## src/rtl/tybec_leaf_map_pipe_if.sv

```systemverilog
// Stream bundle for tybec_leaf_map_pipe: NIN input streams sharing one ready,
// one output stream, and a busy indicator.
// master = producer/consumer environment side, slave = the map node itself.
interface tybec_leaf_map_pipe_if #(
  parameter int STREAMW = 34,
  parameter int NIN     = 2
);
  logic [NIN-1:0]         ivalid;
  logic [NIN*STREAMW-1:0] in_data;
  logic                   iready;
  logic [STREAMW-1:0]     out_data;
  logic                   ovalid;
  logic                   oready;
  logic                   busy;

  modport master (
    output ivalid, in_data, oready,
    input  iready, out_data, ovalid, busy
  );

  modport slave (
    input  ivalid, in_data, oready,
    output iready, out_data, ovalid, busy
  );
endinterface

```

## src/rtl/tybec_leaf_map_pipe.sv

```systemverilog
// Parametrised TyBEC leaf map node: reduces NIN input streams with one integer
// operation (OPMODE) and carries the result through a LAT-stage pipeline with a
// valid bit per stage. A stall freezes every stage, bubbles included.
// Optional macro TYBEC_LEAF_MAP_SAT_EN: OPMODE 0/1 become signed saturating;
// when undefined every mode wraps modulo 2^STREAMW.
module tybec_leaf_map_pipe #(
  parameter int STREAMW = 34,
  parameter int NIN     = 2,
  parameter int LAT     = 8,
  parameter int OPMODE  = 0
) (
  input  logic                  clk,
  input  logic                  rst,
  tybec_leaf_map_pipe_if.slave  io_bus
);

  logic [STREAMW-1:0] w_in [NIN];
  logic [STREAMW-1:0] w_base;
  logic [STREAMW-1:0] w_result;
  logic               w_adv;
  logic               w_accept;

  logic [LAT-1:0]     r_v;
  logic [STREAMW-1:0] r_d [LAT];

  genvar gi;
  for (gi = 0; gi < NIN; gi++) begin : g_unpack
    assign w_in[gi] = io_bus.in_data[gi*STREAMW +: STREAMW];
  end

  // The whole pipeline moves together whenever the last stage can drain.
  assign w_adv    = ~r_v[LAT-1] | io_bus.oready;
  assign w_accept = (&io_bus.ivalid) & w_adv;

  // Modulo-2^STREAMW reduction for every mode.
  always_comb begin
    w_base = '0;
    case (OPMODE)
      0: begin
        w_base = w_in[0];
        for (int i = 1; i < NIN; i++) w_base = w_base + w_in[i];
      end
      1: begin
        w_base = w_in[0];
        for (int i = 1; i < NIN; i++) w_base = w_base - w_in[i];
      end
      2: begin
        w_base = w_in[0];
        for (int i = 1; i < NIN; i++)
          if (w_in[i] > w_base) w_base = w_in[i];
      end
      default: w_base = w_in[0];
    endcase
  end

`ifdef TYBEC_LEAF_MAP_SAT_EN
  localparam int ACCW = STREAMW + $clog2(NIN) + 1;
  localparam logic signed [ACCW-1:0] SAT_HI =
    {{(ACCW-STREAMW+1){1'b0}}, {(STREAMW-1){1'b1}}};
  localparam logic signed [ACCW-1:0] SAT_LO =
    {{(ACCW-STREAMW+1){1'b1}}, {(STREAMW-1){1'b0}}};

  logic signed [ACCW-1:0] w_acc;

  // Signed accumulate with headroom, then clamp; max/pass keep the wrap result.
  always_comb begin
    w_acc    = '0;
    w_result = w_base;
    if (OPMODE == 0 || OPMODE == 1) begin
      w_acc = ACCW'($signed(w_in[0]));
      for (int i = 1; i < NIN; i++) begin
        if (OPMODE == 0) w_acc = w_acc + ACCW'($signed(w_in[i]));
        else             w_acc = w_acc - ACCW'($signed(w_in[i]));
      end
      if (w_acc > SAT_HI)      w_result = SAT_HI[STREAMW-1:0];
      else if (w_acc < SAT_LO) w_result = SAT_LO[STREAMW-1:0];
      else                     w_result = w_acc[STREAMW-1:0];
    end
  end
`else
  assign w_result = w_base;
`endif

  // Stage registers: load/shift on advance, hold everything on stall.
  always_ff @(posedge clk) begin
    if (rst) begin
      for (int k = 0; k < LAT; k++) begin
        r_v[k] <= 1'b0;
        r_d[k] <= '0;
      end
    end else if (w_adv) begin
      r_v[0] <= w_accept;
      r_d[0] <= w_result;
      for (int k = 1; k < LAT; k++) begin
        r_v[k] <= r_v[k-1];
        r_d[k] <= r_d[k-1];
      end
    end
  end

  assign io_bus.iready   = w_adv;
  assign io_bus.ovalid   = r_v[LAT-1];
  assign io_bus.out_data = r_d[LAT-1];
  assign io_bus.busy     = |r_v;

endmodule
```

## src/flat_wrapper.sv

```systemverilog
// flat-port wrapper written by rule: the top's interface ports become plain ports
module tybec_leaf_map_pipe_flat 
#(
  parameter int STREAMW = 34,
  parameter int NIN     = 2,
  parameter int LAT     = 8,
  parameter int OPMODE  = 0
)
  (clk, rst, io_bus_ivalid, io_bus_in_data, io_bus_oready, io_bus_iready, io_bus_out_data, io_bus_ovalid, io_bus_busy);
  tybec_leaf_map_pipe_if #(.STREAMW(STREAMW), .NIN(NIN)) io_bus_i ();
  input  logic clk;
  input  logic rst;
  input wire logic [$bits(io_bus_i.ivalid)-1:0] io_bus_ivalid;
  input wire logic [$bits(io_bus_i.in_data)-1:0] io_bus_in_data;
  input wire logic [$bits(io_bus_i.oready)-1:0] io_bus_oready;
  output wire logic [$bits(io_bus_i.iready)-1:0] io_bus_iready;
  output wire logic [$bits(io_bus_i.out_data)-1:0] io_bus_out_data;
  output wire logic [$bits(io_bus_i.ovalid)-1:0] io_bus_ovalid;
  output wire logic [$bits(io_bus_i.busy)-1:0] io_bus_busy;
  assign io_bus_i.ivalid = io_bus_ivalid;
  assign io_bus_i.in_data = io_bus_in_data;
  assign io_bus_i.oready = io_bus_oready;
  assign io_bus_iready = io_bus_i.iready;
  assign io_bus_out_data = io_bus_i.out_data;
  assign io_bus_ovalid = io_bus_i.ovalid;
  assign io_bus_busy = io_bus_i.busy;
  tybec_leaf_map_pipe #(.STREAMW(STREAMW), .NIN(NIN), .LAT(LAT), .OPMODE(OPMODE)) u_core (.clk(clk), .rst(rst), .io_bus(io_bus_i));
endmodule
```

## config.mk

```make
export PLATFORM = sky130hd
export DESIGN_NAME = tybec_leaf_map_pipe_flat
export DESIGN_NICKNAME = d
export VERILOG_FILES = /design/src/rtl/tybec_leaf_map_pipe_if.sv /design/src/rtl/tybec_leaf_map_pipe.sv /design/src/flat_wrapper.sv
export SDC_FILE = /design/constraint.sdc
export NUM_CORES = 1
export LEC_CHECK = 0
export CAP_MARGIN = 30
export CORE_MARGIN = 2
export CORE_UTILIZATION = 58
export CTS_CLUSTER_SIZE = 10
export DETAILED_ROUTE_END_ITERATION = 16
export PLACE_DENSITY = 0.78
export RECOVER_POWER = 50
export SKIP_LAST_GASP = 1
export SLEW_MARGIN = 10
export SYNTH_ARGS = -nofsm -noshare
export SYNTH_HDL_FRONTEND = slang
export SYNTH_SLANG_ARGS = --single-unit
```

## constraint.sdc

```tcl
create_clock -name clk -period 13.63 [get_ports clk]
set_input_delay 4.089 -clock clk [delete_from_list [all_inputs] [get_ports clk]]
set_output_delay 4.089 -clock clk [all_outputs]
set_load 0.1 [all_outputs]
```

==> Word level (Yosys, flattened, before mapping) <==
Memories as Yosys holds them, arrays and structs flattened.
Index checks and enable logic that the tools add are counted.
{ "word_totals": {"register_bits": 8, "output_inout_bits": 37, "n_memories": 1, "mem_bits_rw": 272, "mem_bits_ro": 0, "latchBits": 0} }
{ "classes": {"div": 0, "order_cmp": 0, "addsub": 1, "reduce_logical": 2, "n_eq_ne": 0, "n_mul": 0, "mux": 13, "shift": 0, "n_bitwise": 11} }
{ "mem_list": {"columns": ["memory", "depth", "width", "rd", "rd_ports_with_merged_regs", "write_ports", "line_no", "source"], "rows": [
  ["u_core.r_d", 8, 34, 8, 0, 8, "tybec_leaf_map_pipe.sv:24", "logic [STREAMW-1:0] r_d [LAT];"]
]} }
{ "ops": {"columns": ["op", "n"], "rows": [
  ["34-bit two-way mux", 8],
  ["34-bit adder", 1],
  ["1-bit OR", 9],
  ["8-bit OR reduction", 1],
  ["1-bit two-way mux", 5],
  ["2-bit AND reduction", 1],
  ["1-bit AND", 1],
  ["1-bit inverter", 1]
]} }

==> Logic depth before layout (Yosys ltp) <==
{ "logic_depth": {"depth_word": 6, "ltp_mapped": 10} }

==> Worst setup path before layout <==
No wires, ideal clock.
{ "synth_path": {"path_type": "input -> register", "start": "in rst", "end": "mem u_core.r_d[0][0] (enable)", "stages": 4, "arrival_ps": 11416, "required_time_ps": 12948, "slack_ps": 1532, "path_buffers": 3, "path_cell_list": "clkbuf_1 clkbuf_1 buf_1 nand2b_1"} }
{ "synth_rtl": {"columns": ["element", "line_no", "source"], "rows": [
  ["from (decl)", "flat_wrapper.sv:12", "input logic rst;"],
  ["to (decl)", "tybec_leaf_map_pipe.sv:24", null]
]} }

==> Final worst setup path <==
{ "layout_path": {"start": "in io_bus_oready", "end": "out io_bus_iready"} }
{ "layout_between": {"elab_chain_len": 1} }
{ "layout_rtl": {"columns": ["element", "line_no", "source"], "rows": [
  ["from (decl)", "flat_wrapper.sv:15", "input wire logic [$bits(io_bus_i.oready)-1:0] io_bus_oready;"],
  ["1-bit OR", "tybec_leaf_map_pipe.sv:32", "assign w_adv = ~r_v[LAT-1] | io_bus.oready;"],
  ["to (decl)", "flat_wrapper.sv:16", "output wire logic [$bits(io_bus_i.iready)-1:0] io_bus_iready;"]
]} }
No other way between the ends.

==> impl_results.md <==
- Status: finished with violations
- Violated checks: capacitance limit, slew limit
- Root Driver: clkbuf_16
- Final Max Tran Viols: 288
- Ports: 110
- Max VDD drop: 0.0000908 V
- #FFs+latches synth: 280
- Crit. End Element: primary output
- Post-placement cell count: 1245
- Gr usage total: 0.151
- Startpoint types: input port
- Total Wirelength: 16500 um
- First-pass GRT wire length: 27700 um
- Yosys cell types: 56
- Worst path depth: 5
- Hold WC Path Type: reg2reg
- Area delta synth->final: 15.2%
- Bufs on Longest Clock Path: 3
- Synth area leaders: edfxtp_1 (66%), and2_1 (8.7%), nor2b_1 (3.5%)
- Vias post-DR: 6534
- DRC violations left: 0
- Antenna violations before repair: 0
- Via density: 5.07
- Syn_area_per_cell: 13.3 um^2
- FP Rows: 53
- 1st-iter DRT viols: 381
- Worst-margin pin slew: 3.12 ns
- CP endpoint: io_bus_iready
- PD cells: 127 nW/um^2
- Cell area after layout: 14300 um^2
- Max Fclk: 94.2 MHz
- Top-count cell post-synth: edfxtp_1
- Diodes inserted: 0
- Post-Synthesis Cells: 929
- Syn. warnings: 0
- CTS Hold Buffers Added: 0
- Post-synth EDFFs: 272
- Leak: 5.68 nW
- Final hold violations: 0
- Crit-path max cell delay: 1.06 ns
- # H-tree levels: 1
- Die extent in y: 150 um
- Commonest cells in the netlist: edfxtp_1 (272), and2_1 (173), nor2b_1 (69)
- Layout cell share with drive strength beyond 1: 0.0433
- Final setup viols: 0
- Final ANT Viol Nets: 0
- Clock slew at reported path FFs: 0.06 ns
- Sequential share of the synthesized area: 0.672
- Reg2reg end: u_core.r_d[0][190]
- Crit path DAT: 6.53 ns
- Largest area contributor in the netlist: edfxtp_1
- Mapped Area: 12400 um^2
- Hold Path Origin: u_core.r_v[3]
- DPL Wire Length: 10600 um
- Initial Utilization: 0.590
- Vias in the first global route: 6103
- Max-slew headroom: -1.08
- Placer Congestion: 0.822
- Core area: 21000 um^2
- Hold Path Depth: 2
- Clock period minus worst slack: 10.62 ns
- CP max-delay cell: clkdlybuf4s50_1
- Post-CTS Setup Bufs: 0
- CP bufs+invs: 4
- Nets: 1111
- Port Buffer Count: 109
- Grt ovf: 0
- Unrepaired setup endpoints after global routing: no
- Die Wd: 150 um
- Worst r2r src: u_core.r_v[7]
- Area after DPL: 13500 um^2
- Wire per inst: 12.8 um
- Post_cts resized: 0
- Worst-path maximum fanout: 12
- Most used DFF post-synth: edfxtp_1
- Fin crit share: 0.779
- CTS buffer count: 31
- Setup slack, reg-to-reg: 8.40 ns
- Non-filler cells, final: 1290
- CP Class: in2out
- Most common cell on crit path: clkdlybuf4s50_1
- Largest delay share family, worst path: buffers and inverters
- Max-cap violations: 4
- Worst-skew pair later-pin latency: 0.53 ns
- FF-to-FF path depth: 6
- CTS tree: yes
- CP startpoint: io_bus_oready
- Die area: 22600 um^2
- Setup tns final: 0 ns
- WP data required: 9.54 ns
- Sink Count: 280
- Pre-antenna DRT Iters: 5
- Mapped Nets: 1036
- Post-synth ARST share: 0
- Worst clock skew: 0.00896 ns
- Post-synth top area share: 0.659
- Critical path, cell by cell: clkdlybuf4s50_1 > nor2b_1 > clkbuf_1 > clkinv_1 > clkdlybuf4s50_1
- Largest net degree at the start of global routing: 238
-- final cells by class --
cell class,instances,area [um^2]
flip-flops and latches,280,8330
fillers,1469,6740
multi-input cells,563,3610
repair buffers,115,1120
clock buffers,43,821
well taps,275,344
inverters,13,48.8
clock inverters,1,8.76
-- sequential cells by signal, indices dropped and copies added, names as in the netlist --
name,cells
u_core.r_d,272
u_core.r_v,8
-- tightest hold or removal path: stages (launching register included) --
cell and delay, ns:
dfxtp_1 0.32, nand2_1 0.06, a21oi_1 0.05
-- power breakdown --
part	internal [W]	switching, W	leakage, nW
clock network	0.000409	0.000277	0.401
logic	0.0000682	0.0000832	1.90
registers	0.000975	0.00000611	3.37
total	0.00145	0.000366	5.68
-- through the flow --
stage	total power (W)	worst slack (ns)	hold WS [ns]	utilization
after floorplan	0.00110	1.53	0.445	-
after CTS	0.00184	2.58	0.479	0.682
after global routing	0.00190	2.87	0.491	0.679
after global placement	0.00115	2.77	0.454	0.640
final	0.00182	3.01	0.476	0.679
after detailed placement	0.00115	2.61	0.469	0.643
-- layout by cell type (no fill, tap or decap), types with 31 or more instances in the layout --
cell             instances
a21oi_1                 47
and2_0                 116
and2_1                  57
clkbuf_16               31
clkdlybuf4s50_1        108
edfxtp_1               272
ha_1                    33
nand2_1                 46
nor2_1                  47
nor2b_1                 69
-- routing by layer --
metal / vias to the layer above / part of all wire / global-route usage / routed length (um)
li1: 3396 / - / - / -
met1: 2940 / 0.43 / 0.196 / 7050
met2: 177 / 0.50 / 0.260 / 8290
met3: 21 / 0.050 / 0.0248 / 825
met4: 0 / 0.019 / 0.0514 / 311
met5: - / 0 / 0 / 0
-- kinds of logic (layout without fill, tap and decap cells) --
kind of cell,after synthesis,after routing,synth area share
DFF,280,280,0.672
AOI/OAI and AO/OA,121,121,0.0615
adders and majority gates,34,34,0.0349
xor gates and xnor gates,27,27,0.0191
buffers and inverters,86,172,0.0374
and+or+nand+nor,377,377,0.172
muxes,4,4,0.00323
-- worst min-delay path by stage --
stage | endpoint
after floorplan | u_core.r_v[5]
after global placement | u_core.r_v[3]
after detailed placement | u_core.r_v[3]
after CTS | u_core.r_v[1]
after global routing | u_core.r_v[4]
final | u_core.r_v[3]
Power figures use the tool's default switching activity.
